<file path="config.mk">
export PLATFORM = sky130hd
export DESIGN_NAME = cpu_decode_stage_flat
export DESIGN_NICKNAME = d
export VERILOG_FILES = /design/src/rtl/cpu_decode_stage_if.sv /design/src/rtl/cpu_decode_stage.sv /design/src/flat_wrapper.sv
export SDC_FILE = /design/constraint.sdc
export NUM_CORES = 1
export LEC_CHECK = 0
export CELL_PAD_IN_SITES_DETAIL_PLACEMENT = 0
export CELL_PAD_IN_SITES_GLOBAL_PLACEMENT = 1
export CORE_MARGIN = 4
export CORE_UTILIZATION = 39
export CTS_CLUSTER_DIAMETER = 200
export DETAILED_ROUTE_END_ITERATION = 10
export GPL_TIMING_DRIVEN = 0
export PLACE_DENSITY = 0.88
export SYNTH_ARGS = -nofsm -noshare
export SYNTH_HDL_FRONTEND = slang
export SYNTH_SLANG_ARGS = --single-unit
</file>
<file path="constraint.sdc">
create_clock -name clk -period 5.45 [get_ports clk]
set_input_delay 1.09 -clock clk [delete_from_list [all_inputs] [get_ports clk]]
set_output_delay 1.09 -clock clk [all_outputs]
set_load 0.02 [all_outputs]
</file>
<file path="src/rtl/cpu_decode_stage_if.sv">
// Fetch/execute/writeback signal bundle for the decode stage.
// The stage itself connects through the slave modport.
interface cpu_decode_stage_if #(
  parameter int unsigned DATA_W = 32
);
  logic              in_valid;
  logic              in_ready;
  logic [31:0]       in_instr;
  logic [DATA_W-1:0] in_pc;
  logic              out_valid;
  logic              out_ready;
  logic [DATA_W-1:0] out_pc;
  logic [4:0]        out_src1;
  logic [4:0]        out_src2;
  logic              out_src2_used;
  logic [4:0]        out_dst;
  logic              out_dst_used;
  logic [DATA_W-1:0] out_imm;
  logic              out_use_imm;
  logic              out_do_jump;
  logic [DATA_W-1:0] out_jump_addr;
  logic              wb_valid;
  logic [4:0]        wb_reg;
  logic              flush;
  logic              hazard_stall;

  modport master (
    output in_valid, in_instr, in_pc, out_ready, wb_valid, wb_reg, flush,
    input  in_ready, out_valid, out_pc, out_src1, out_src2, out_src2_used,
           out_dst, out_dst_used, out_imm, out_use_imm, out_do_jump,
           out_jump_addr, hazard_stall
  );

  modport slave (
    input  in_valid, in_instr, in_pc, out_ready, wb_valid, wb_reg, flush,
    output in_ready, out_valid, out_pc, out_src1, out_src2, out_src2_used,
           out_dst, out_dst_used, out_imm, out_use_imm, out_do_jump,
           out_jump_addr, hazard_stall
  );
endinterface

</file>
<file path="src/rtl/cpu_decode_stage.sv">
// Registered R/I/J instruction decoder with a RAW scoreboard and
// wrong-path squashing after jumps until fetch flushes.
module cpu_decode_stage #(
  parameter int unsigned DATA_W        = 32,
  parameter bit          IMM_SIGN_EXT  = 1'b1,
  parameter bit          DELAY_SLOT    = 1'b0,
  parameter bit          SCOREBOARD_EN = 1'b1
) (
  input logic              clk,
  input logic              rst_n,
  cpu_decode_stage_if.slave bus
);

  typedef enum logic [1:0] {
    ST_RUN,
    ST_SLOT,
    ST_SQUASH
  } state_t;

  state_t r_state;
  state_t w_state_next;

  logic [5:0]        w_opcode;
  logic [4:0]        w_rs;
  logic [4:0]        w_rt;
  logic [4:0]        w_rd;
  logic [15:0]       w_imm16;
  logic [4:0]        w_src1;
  logic [4:0]        w_src2;
  logic              w_src2_used;
  logic [4:0]        w_dst;
  logic              w_dst_wr;
  logic              w_dst_used;
  logic              w_use_imm;
  logic              w_do_jump;
  logic              w_zero_ext;
  logic [DATA_W-1:0] w_imm;
  logic [3:0]        w_pc4_hi;
  logic [DATA_W-1:0] w_jump_addr;

  logic [31:0]       r_busy;
  logic [31:0]       w_wb_mask;
  logic [31:0]       w_set_mask;
  logic [31:0]       w_held_mask;
  logic [31:0]       w_block;
  logic              w_conflict;
  logic              w_hazard;
  logic              w_in_ready;
  logic              w_accept;
  logic              w_load;
  logic              w_out_hs;

  logic              r_out_valid;
  logic [DATA_W-1:0] r_out_pc;
  logic [4:0]        r_out_src1;
  logic [4:0]        r_out_src2;
  logic              r_out_src2_used;
  logic [4:0]        r_out_dst;
  logic              r_out_dst_used;
  logic [DATA_W-1:0] r_out_imm;
  logic              r_out_use_imm;
  logic              r_out_do_jump;
  logic [DATA_W-1:0] r_out_jump_addr;

  assign w_opcode = bus.in_instr[31:26];
  assign w_rs     = bus.in_instr[25:21];
  assign w_rt     = bus.in_instr[20:16];
  assign w_rd     = bus.in_instr[15:11];
  assign w_imm16  = bus.in_instr[15:0];

  always_comb begin
    w_src1      = w_rs;
    w_src2      = w_rt;
    w_src2_used = 1'b0;
    w_dst       = '0;
    w_dst_wr    = 1'b0;
    w_use_imm   = 1'b1;
    w_do_jump   = 1'b0;
    case (w_opcode)
      6'b000000: begin
        w_src2_used = 1'b1;
        w_dst       = w_rd;
        w_dst_wr    = 1'b1;
        w_use_imm   = 1'b0;
      end
      6'b000010, 6'b000011: begin
        w_src1    = '0;
        w_src2    = '0;
        w_use_imm = 1'b0;
        w_do_jump = 1'b1;
        if (w_opcode[0]) begin
          w_dst    = 5'd31;
          w_dst_wr = 1'b1;
        end
      end
      default: begin
        if (w_opcode[5:2] == 4'b0001 || w_opcode[5:3] == 3'b101) begin
          w_src2_used = 1'b1;
        end else begin
          w_dst    = w_rt;
          w_dst_wr = 1'b1;
        end
      end
    endcase
  end

  assign w_dst_used = w_dst_wr && (w_dst != 5'd0);

  always_comb begin
    w_zero_ext = !IMM_SIGN_EXT || (w_opcode inside {6'b001100, 6'b001101, 6'b001110});
    w_imm      = '0;
    w_imm[15:0] = w_imm16;
    if (!w_zero_ext && w_imm16[15]) begin
      w_imm[DATA_W-1:16] = '1;
    end
  end

  // Only the top nibble of pc+4 is needed: it carries iff pc[27:2] is all ones.
  assign w_pc4_hi = bus.in_pc[31:28] + {3'b000, &bus.in_pc[27:2]};

  always_comb begin
    w_jump_addr       = '0;
    w_jump_addr[31:0] = {w_pc4_hi, bus.in_instr[25:0], 2'b00};
  end

  // Writeback in the same cycle frees the register early (bypass).
  assign w_wb_mask   = bus.wb_valid ? (32'd1 << bus.wb_reg) : '0;
  assign w_out_hs    = r_out_valid && bus.out_ready;
  assign w_set_mask  = (w_out_hs && r_out_dst_used) ? (32'd1 << r_out_dst) : '0;
  assign w_held_mask = (r_out_valid && r_out_dst_used) ? (32'd1 << r_out_dst) : '0;
  assign w_block     = ((r_busy & ~w_wb_mask) | w_held_mask) & 32'hFFFF_FFFE;
  assign w_conflict  = w_block[w_src1] || (w_src2_used && w_block[w_src2]);
  assign w_hazard    = SCOREBOARD_EN && bus.in_valid && (r_state != ST_SQUASH) && w_conflict;

  always_comb begin
    if (bus.flush) begin
      w_in_ready = 1'b0;
    end else if (r_state == ST_SQUASH) begin
      w_in_ready = 1'b1;
    end else begin
      w_in_ready = (!r_out_valid || bus.out_ready) && !w_hazard;
    end
  end

  assign w_accept = bus.in_valid && w_in_ready;
  assign w_load   = w_accept && (r_state != ST_SQUASH);

  always_comb begin
    w_state_next = r_state;
    if (bus.flush) begin
      w_state_next = ST_RUN;
    end else begin
      case (r_state)
        ST_RUN: begin
          if (w_accept && w_do_jump) begin
            w_state_next = DELAY_SLOT ? ST_SLOT : ST_SQUASH;
          end
        end
        ST_SLOT: begin
          if (w_accept) begin
            w_state_next = ST_SQUASH;
          end
        end
        default: w_state_next = ST_SQUASH;
      endcase
    end
  end

  always_ff @(posedge clk or negedge rst_n) begin
    if (!rst_n) begin
      r_state <= ST_RUN;
    end else begin
      r_state <= w_state_next;
    end
  end

  // Set applied after clear so a same-cycle set of the same register wins.
  always_ff @(posedge clk or negedge rst_n) begin
    if (!rst_n) begin
      r_busy <= '0;
    end else begin
      r_busy <= (r_busy & ~w_wb_mask) | w_set_mask;
    end
  end

  always_ff @(posedge clk or negedge rst_n) begin
    if (!rst_n) begin
      r_out_valid     <= 1'b0;
      r_out_pc        <= '0;
      r_out_src1      <= '0;
      r_out_src2      <= '0;
      r_out_src2_used <= 1'b0;
      r_out_dst       <= '0;
      r_out_dst_used  <= 1'b0;
      r_out_imm       <= '0;
      r_out_use_imm   <= 1'b0;
      r_out_do_jump   <= 1'b0;
      r_out_jump_addr <= '0;
    end else if (bus.flush) begin
      r_out_valid <= 1'b0;
    end else if (w_load) begin
      r_out_valid     <= 1'b1;
      r_out_pc        <= bus.in_pc;
      r_out_src1      <= w_src1;
      r_out_src2      <= w_src2;
      r_out_src2_used <= w_src2_used;
      r_out_dst       <= w_dst;
      r_out_dst_used  <= w_dst_used;
      r_out_imm       <= w_imm;
      r_out_use_imm   <= w_use_imm;
      r_out_do_jump   <= w_do_jump;
      r_out_jump_addr <= w_jump_addr;
    end else if (bus.out_ready) begin
      r_out_valid <= 1'b0;
    end
  end

  assign bus.in_ready      = w_in_ready;
  assign bus.hazard_stall  = w_hazard;
  assign bus.out_valid     = r_out_valid;
  assign bus.out_pc        = r_out_pc;
  assign bus.out_src1      = r_out_src1;
  assign bus.out_src2      = r_out_src2;
  assign bus.out_src2_used = r_out_src2_used;
  assign bus.out_dst       = r_out_dst;
  assign bus.out_dst_used  = r_out_dst_used;
  assign bus.out_imm       = r_out_imm;
  assign bus.out_use_imm   = r_out_use_imm;
  assign bus.out_do_jump   = r_out_do_jump;
  assign bus.out_jump_addr = r_out_jump_addr;

endmodule
</file>
<file path="src/flat_wrapper.sv">
// flat-port wrapper written by rule: the top's interface ports become plain ports
module cpu_decode_stage_flat 
#(
  parameter int unsigned DATA_W        = 32,
  parameter bit          IMM_SIGN_EXT  = 1'b1,
  parameter bit          DELAY_SLOT    = 1'b0,
  parameter bit          SCOREBOARD_EN = 1'b1
)
  (clk, rst_n, bus_in_valid, bus_in_instr, bus_in_pc, bus_out_ready, bus_wb_valid, bus_wb_reg, bus_flush, bus_in_ready, bus_out_valid, bus_out_pc, bus_out_src1, bus_out_src2, bus_out_src2_used, bus_out_dst, bus_out_dst_used, bus_out_imm, bus_out_use_imm, bus_out_do_jump, bus_out_jump_addr, bus_hazard_stall);
  cpu_decode_stage_if #(.DATA_W(DATA_W)) bus_i ();
  input logic clk;
  input logic rst_n;
  input wire logic [$bits(bus_i.in_valid)-1:0] bus_in_valid;
  input wire logic [$bits(bus_i.in_instr)-1:0] bus_in_instr;
  input wire logic [$bits(bus_i.in_pc)-1:0] bus_in_pc;
  input wire logic [$bits(bus_i.out_ready)-1:0] bus_out_ready;
  input wire logic [$bits(bus_i.wb_valid)-1:0] bus_wb_valid;
  input wire logic [$bits(bus_i.wb_reg)-1:0] bus_wb_reg;
  input wire logic [$bits(bus_i.flush)-1:0] bus_flush;
  output wire logic [$bits(bus_i.in_ready)-1:0] bus_in_ready;
  output wire logic [$bits(bus_i.out_valid)-1:0] bus_out_valid;
  output wire logic [$bits(bus_i.out_pc)-1:0] bus_out_pc;
  output wire logic [$bits(bus_i.out_src1)-1:0] bus_out_src1;
  output wire logic [$bits(bus_i.out_src2)-1:0] bus_out_src2;
  output wire logic [$bits(bus_i.out_src2_used)-1:0] bus_out_src2_used;
  output wire logic [$bits(bus_i.out_dst)-1:0] bus_out_dst;
  output wire logic [$bits(bus_i.out_dst_used)-1:0] bus_out_dst_used;
  output wire logic [$bits(bus_i.out_imm)-1:0] bus_out_imm;
  output wire logic [$bits(bus_i.out_use_imm)-1:0] bus_out_use_imm;
  output wire logic [$bits(bus_i.out_do_jump)-1:0] bus_out_do_jump;
  output wire logic [$bits(bus_i.out_jump_addr)-1:0] bus_out_jump_addr;
  output wire logic [$bits(bus_i.hazard_stall)-1:0] bus_hazard_stall;
  assign bus_i.in_valid = bus_in_valid;
  assign bus_i.in_instr = bus_in_instr;
  assign bus_i.in_pc = bus_in_pc;
  assign bus_i.out_ready = bus_out_ready;
  assign bus_i.wb_valid = bus_wb_valid;
  assign bus_i.wb_reg = bus_wb_reg;
  assign bus_i.flush = bus_flush;
  assign bus_in_ready = bus_i.in_ready;
  assign bus_out_valid = bus_i.out_valid;
  assign bus_out_pc = bus_i.out_pc;
  assign bus_out_src1 = bus_i.out_src1;
  assign bus_out_src2 = bus_i.out_src2;
  assign bus_out_src2_used = bus_i.out_src2_used;
  assign bus_out_dst = bus_i.out_dst;
  assign bus_out_dst_used = bus_i.out_dst_used;
  assign bus_out_imm = bus_i.out_imm;
  assign bus_out_use_imm = bus_i.out_use_imm;
  assign bus_out_do_jump = bus_i.out_do_jump;
  assign bus_out_jump_addr = bus_i.out_jump_addr;
  assign bus_hazard_stall = bus_i.hazard_stall;
  cpu_decode_stage #(.DATA_W(DATA_W), .IMM_SIGN_EXT(IMM_SIGN_EXT), .DELAY_SLOT(DELAY_SLOT), .SCOREBOARD_EN(SCOREBOARD_EN)) u_core (.clk(clk), .rst_n(rst_n), .bus(bus_i));
endmodule
</file>
# [Word level (Yosys, flattened, before mapping)]
# Cells that the tools add are included.
[op_classes] add_sub_neg=1 magnitude_cmp=2 n_eq_ne=12 n_shift=2 n_mux=29 bitwise=5 n_reduce_logical=28
[op_table] cell="two-way mux 32 bit" n=3
[op_table] cell="bitwise OR 32 bit" n=2
[op_table] cell="<< shifter 1 x 5 -> 32 bit (first input constant)" n=2
[op_table] cell="AND 32 bit" n=1
[op_table] cell="inverter 32 bit" n=1
[op_table] cell="AND reduction 26 bit" n=1
[op_table] cell="two-way mux 5 bit" n=4
[op_table] cell="equality test 6 x 4 -> 1 bit (second input constant)" n=3
[op_table] cell="two-way mux 16 bit" n=1
[op_table] cell="equality test 6 x 2 -> 1 bit (second input constant)" n=2
[op_table] cell="logical AND 1 bit" n=12
[op_table] cell="< comparator 5 x 6 -> 1 bit (second input constant)" n=2
[op_table] cell="two-way mux 1 bit" n=12
[op_table] cell="binary-select mux 1 bit (select 5 bit)" n=2
[op_table] cell="one-hot mux 5 bit (2 select lines)" n=1
[op_table] cell="zero test 6 bit" n=1
[op_table] cell="two-way mux 2 bit" n=3
[op_table] cell="!= test 3 x 2 -> 1 bit (second input constant)" n=2
[op_table] cell="nonzero test 3 bit" n=2
[op_table] cell="nonzero test 5 bit" n=1
[op_table] cell="adder 4 x 1 -> 4 bit" n=1
[op_table] cell="equality test 4 x 1 -> 1 bit (second input constant)" n=1
[op_table] cell="one-hot mux 1 bit (2 select lines)" n=2
[op_table] cell="one-hot mux 2 bit (2 select lines)" n=1
[op_table] cell="11 further kinds" n=16
[word_totals] regBits=148 inputBits=75 out_inout_bits=118 elab_cells=92

# [Longest topological paths before layout]
[depth] word_depth=19 depth_mapped=12 depth_no_buf=9

# [Worst setup path before layout]
# Ideal clock, no wire load.
[synth_timing] path_type="input port to output port" from="input port bus_wb_reg[2]" to="output port bus_in_ready" arrival_time_ps=3328 required_ps=4360 setup_slack_ps=1032 stages=9 path_buffers=0 cell_sequence="or4b_1 -> o21ai_1 -> a21oi_1 -> o21ai_1 -> o211ai_1 -> a221oi_1 -> o311ai_1 -> and3b_1 -> nor3_1"
[synth_via] elab_chain_len=14
[synth_rtl] item="from (decl)" line_no="flat_wrapper.sv:18" rtl="input wire logic [$bits(bus_i.wb_reg)-1:0] bus_wb_reg;"
[synth_rtl] item="<< shifter 1 x 5 -> 32 bit (*)" line_no="cpu_decode_stage.sv:127" rtl="assign w_wb_mask = bus.wb_valid ? (32'd1 << bus.wb_reg) : '0;"
[synth_rtl] item="two-way mux 32 bit (*)" line_no="cpu_decode_stage.sv:127"
[synth_rtl] item="inverter 32 bit (*)" line_no="cpu_decode_stage.sv:131" rtl="assign w_block = ((r_busy & ~w_wb_mask) | w_held_mask) & 32'hFFFF_FFFE;"
[synth_rtl] item="AND 32 bit (*)" line_no="cpu_decode_stage.sv:131"
[synth_rtl] item="bitwise OR 32 bit (*)" line_no="cpu_decode_stage.sv:131"
[synth_rtl] item="binary-select mux 1 bit (select 5 bit)" line_no="cpu_decode_stage.sv:132" rtl="assign w_conflict = w_block[w_src1] || (w_src2_used && w_block[w_src2]);"
[synth_rtl] item="two-way mux 1 bit (not written as such)" line_no="cpu_decode_stage.sv:132"
[synth_rtl] item="logical AND 1 bit" line_no="cpu_decode_stage.sv:132"
[synth_rtl] item="logical OR 1 bit (*)" line_no="cpu_decode_stage.sv:132"
[synth_rtl] item="logical AND 1 bit (*)" line_no="cpu_decode_stage.sv:133" rtl="assign w_hazard = SCOREBOARD_EN && bus.in_valid && (r_state != ST_SQUASH) && w_conflict;"
[synth_rtl] item="via bus_hazard_stall" line_no="flat_wrapper.sv:32" rtl="output wire logic [$bits(bus_i.hazard_stall)-1:0] bus_hazard_stall;"
[synth_rtl] item="zero test 1 bit (*)" line_no="cpu_decode_stage.sv:141" rtl="w_in_ready = (!r_out_valid || bus.out_ready) && !w_hazard;"
[synth_rtl] item="logical AND 1 bit (*)" line_no="cpu_decode_stage.sv:141"
[synth_rtl] item="two-way mux 1 bit (*)" line_no="cpu_decode_stage.sv:138" rtl="end else if (r_state == ST_SQUASH) begin"
[synth_rtl] item="two-way mux 1 bit (*)" line_no="cpu_decode_stage.sv:136" rtl="if (bus.flush) begin"
[synth_rtl] item="to (decl)" line_no="flat_wrapper.sv:20" rtl="output wire logic [$bits(bus_i.in_ready)-1:0] bus_in_ready;"
# Mark *: on every way through the listed nets, which the timed path passes. The rest lies on a longest branch. The select of a mux whose other input is x is not followed.

# [Worst setup path in the final report]
[layout_timing] from="input port bus_wb_reg[2]" to="output port bus_in_ready"
[layout_via] elab_chain_len=14
[layout_rtl] item="<< shifter 1 x 5 -> 32 bit (*)" line_no="cpu_decode_stage.sv:127"
[layout_rtl] item="two-way mux 32 bit (*)" line_no="cpu_decode_stage.sv:127"
[layout_rtl] item="inverter 32 bit (*)" line_no="cpu_decode_stage.sv:131"
[layout_rtl] item="AND 32 bit (*)" line_no="cpu_decode_stage.sv:131"
[layout_rtl] item="bitwise OR 32 bit (*)" line_no="cpu_decode_stage.sv:131"
[layout_rtl] item="binary-select mux 1 bit (select 5 bit)" line_no="cpu_decode_stage.sv:132"
[layout_rtl] item="two-way mux 1 bit (not written as such)" line_no="cpu_decode_stage.sv:132"
[layout_rtl] item="logical AND 1 bit" line_no="cpu_decode_stage.sv:132"
[layout_rtl] item="logical OR 1 bit (*)" line_no="cpu_decode_stage.sv:132"
[layout_rtl] item="logical AND 1 bit (*)" line_no="cpu_decode_stage.sv:133"
[layout_rtl] item="zero test 1 bit (*)" line_no="cpu_decode_stage.sv:141"
[layout_rtl] item="logical AND 1 bit (*)" line_no="cpu_decode_stage.sv:141"
[layout_rtl] item="two-way mux 1 bit (*)" line_no="cpu_decode_stage.sv:138"
[layout_rtl] item="two-way mux 1 bit (*)" line_no="cpu_decode_stage.sv:136"
# Every way passes the cells marked *; elsewhere a longest branch is shown, timed or not. The select of a mux whose other input is x is not followed.

==> flow_metrics.tcl <==
set metrics [dict create \
    cts_buffers 17 \
    hold_path.class "flop to flop" \
    fin_crit_sh_pct 96.51 \
    holdWs_ns 0.5065 \
    fin_area_mm2 0.009196 \
    diodes 0 \
    synth_cell_type_count 67 \
    drive_above_1_share_pct 22.15 \
    coreArea_mm2 0.01594 \
    maxCapViolCount 0 \
    p_leak_nw 3.859 \
    final-setup-viol-count 0 \
    grt_max_degree 63 \
    nNetsFinal 854 \
    required_ns 4.36 \
    antenna_found_initial 0 \
    skew_ns 0.01407 \
    grt_pass1_vias 5622 \
    end_kind "output pin" \
    report.final.slew_viol_count 0 \
    criticalPathCategory "input port to output pin" \
    ctsHoldBuffers 0 \
    setup_ws_ns 0.1905 \
    viasPerCell 5.454 \
    ys_async_sr_fraction_pct 100.0 \
    synth-seq-area-share_pct 45.32 \
    final_cell_mix "183 x clkdlybuf4s50_1, 115 x dfrtp_1, 68 x o21ai_0" \
    ios 193 \
    syn-cell-area_mm2 0.006350 \
    placed_area_mm2 0.008531 \
    grt_pass1_wl_um 31720 \
    arrival_ns 4.17 \
    worst_slew_pin_slew_ns 0.7610 \
    ant_nets 0 \
    hold_viol_final 0 \
    clk_latency_ns 0.43 \
    cts_buffer_depth 2 \
    status "completed" \
    seqCellArea_mm2 0.002878 \
    cts_tree "built" \
    timing.reg2reg.setup_slack_ns 1.99 \
    drtIter0Drc 401 \
    start_util_pct 39.83 \
    fp.dieW_um 135.6 \
    dp_hpwl_um 15690 \
    grt_usage_pct 22.67 \
    synth_top_family_by_area "multiplexers" \
    dp_slack_ns -0.4209 \
    syn_area_per_cell_um2 11.24 \
    synth_cells 565 \
    drt-total-wl_um 20890 \
    grt-ovfl-total 0 \
    fin_crit_ns 5.260 \
    final_common_cell "clkdlybuf4s50_1" \
    clock_sinks 115 \
    cts-root-buf "clkbuf_16" \
    crit_fanout 8 \
    fillCellCount 1311 \
    ys_seq_elements 115 \
    dr.pass1.iters 5 \
    max_freq_mhz 190.1 \
    synth-edff-count 0 \
    synth_fa_ha_area_share_pct 0.3941 \
    fp.dieH_um 135.6 \
    drc 0 \
    slew-limit-headroom_pct 48.87 \
    htreeDepth 4 \
    ys.flop_type "dfrtp_1" \
    muxShareOfSynthArea_pct 18.56 \
    ir_worst_vdd_uv 246.6 \
    critPathLaunchType "input port" \
    power_density_mw_per_mm2 466.3 \
    power_mw 4.288 \
    finalWeightedCongestion 0.9017 \
    num_vias 5487 \
    die-area_mm2 0.01839 \
    areaGrowthSynthToFinish_pct 44.83 \
    rows 46 \
    ys_warn_count 0 \
    path_clk_slew_ns 0.06 \
    synth_simple_gate_area_share_pct 12.06 \
    port_buffers 188 \
    multiInputGateArea_mm2 0.003010 \
    rsz0062_at_grt "false" \
    synth-compound-area-share_pct 15.21 \
    synthXorXnorAreaFrac_pct 0.2759 \
    avgRoutedWirePerCell_um 20.77 \
]
-- cells in the mapped netlist (5+ instances only) --
cell / n / area (um2)
a211oi_1: 5 / 37.54
nand4_1: 13 / 81.33
a21oi_1: 12 / 60.06
o21ai_1: 6 / 30.03
mux2i_1: 9 / 90.09
inv_1: 11 / 41.29
o211ai_1: 10 / 75.07
a31oi_1: 6 / 37.54
buf_4: 33 / 247.7
nand3_1: 16 / 80.08
nand2_1: 33 / 123.9
o21ai_0: 81 / 405.4
nor2_1: 15 / 56.30
mux2_4: 62 / 930.9
nand4b_1: 6 / 52.55
buf_12: 6 / 120.1
nand2b_1: 5 / 31.28
clkbuf_1: 15 / 56.30
a221o_1: 5 / 50.05
nor3_1: 7 / 35.03
dfrtp_1: 115 / 2878
mux2_2: 14 / 157.7
-- cell type report --
type,instances,share of cell area [%]
clock inverters,15,1.769
clock buffers,17,4.626
multi-input cells,379,32.73
well taps,216,2.939
plain buffers,60,5.143
inverters,12,0.4898
repair buffers,192,21.01
flip-flops and latches,115,31.29
-- worst paths after layout --
path	startpoint	endpoint	depth (start not counted)
min	u_core.r_busy[2]	u_core.r_busy[2]	2
min reg2reg	u_core.r_busy[2]	u_core.r_busy[2]	2
max reg2reg	u_core.bus.out_dst[3]	u_core.bus.out_pc[0]	12
max in group asynchronous	rst_n	u_core.bus.out_dst_used	2
min in group asynchronous	rst_n	u_core.bus.out_jump_addr[25]	1
max	bus_wb_reg[2]	bus_in_ready	11
-- report_power, final --
part           total [mW]  switching (mW)  internal, mW
clock network        1.12           0.467         0.650
logic                1.88           0.903         0.976
registers            1.29           0.174          1.12
total                4.29            1.54          2.74
-- metrics by stage --
| stage | util (%) | setup TNS, ns | cells |
|---|---|---|---|
| after floorplan | - | 0 | 566 |
| after global placement | 53.35 | -114.16 | 970 |
| after detailed placement | 53.51 | -0.7290 | 971 |
| after CTS | 57.47 | 0 | 1006 |
| after global routing | 57.68 | 0 | 1006 |
| final | 57.68 | 0 | 1006 |
-- sequential cells by signal, indices dropped and copies added (netlist names), 5 cells and up --
signal	flops
u_core.bus.out_src2	5
u_core.bus.out_dst	5
u_core.bus.out_imm	17
u_core.bus.out_pc	32
u_core.r_busy	31
u_core.bus.out_src1	5
u_core.bus.out_jump_addr	14
-- metal layers --
metal,GRT usage [%],part of all wire [%]
met4,8.959,2.3
met2,36.37,48
met1,29.39,42
met5,0,0
met3,5.869,6.8
-- critical path, cell delays in order --
cell	delay, ns
clkdlybuf4s50_1	0.55
or4b_1	0.68
o21ai_1	0.39
and3_1	0.23
o21ai_1	0.06
o31ai_1	0.09
o2111a_1	0.27
o311ai_2	0.16
and3b_1	0.25
nor3_1	0.17
clkbuf_2	0.21
-- cells by family after synthesis --
group           after synthesis
mux                          85
xor+xnor                      2
compound gates              156
buf+inv                      72
fa+ha+maj                     2
other cells                   1
flops                       115
simple gates                132
-- repair_timing --
action	CTS	global route
setup buffers	3	0
gates resized for setup	8	26
hold endpoints to repair	0	0
pin swaps	1	1
setup endpoints to repair	2	2
(Power assumes the default switching activity.)
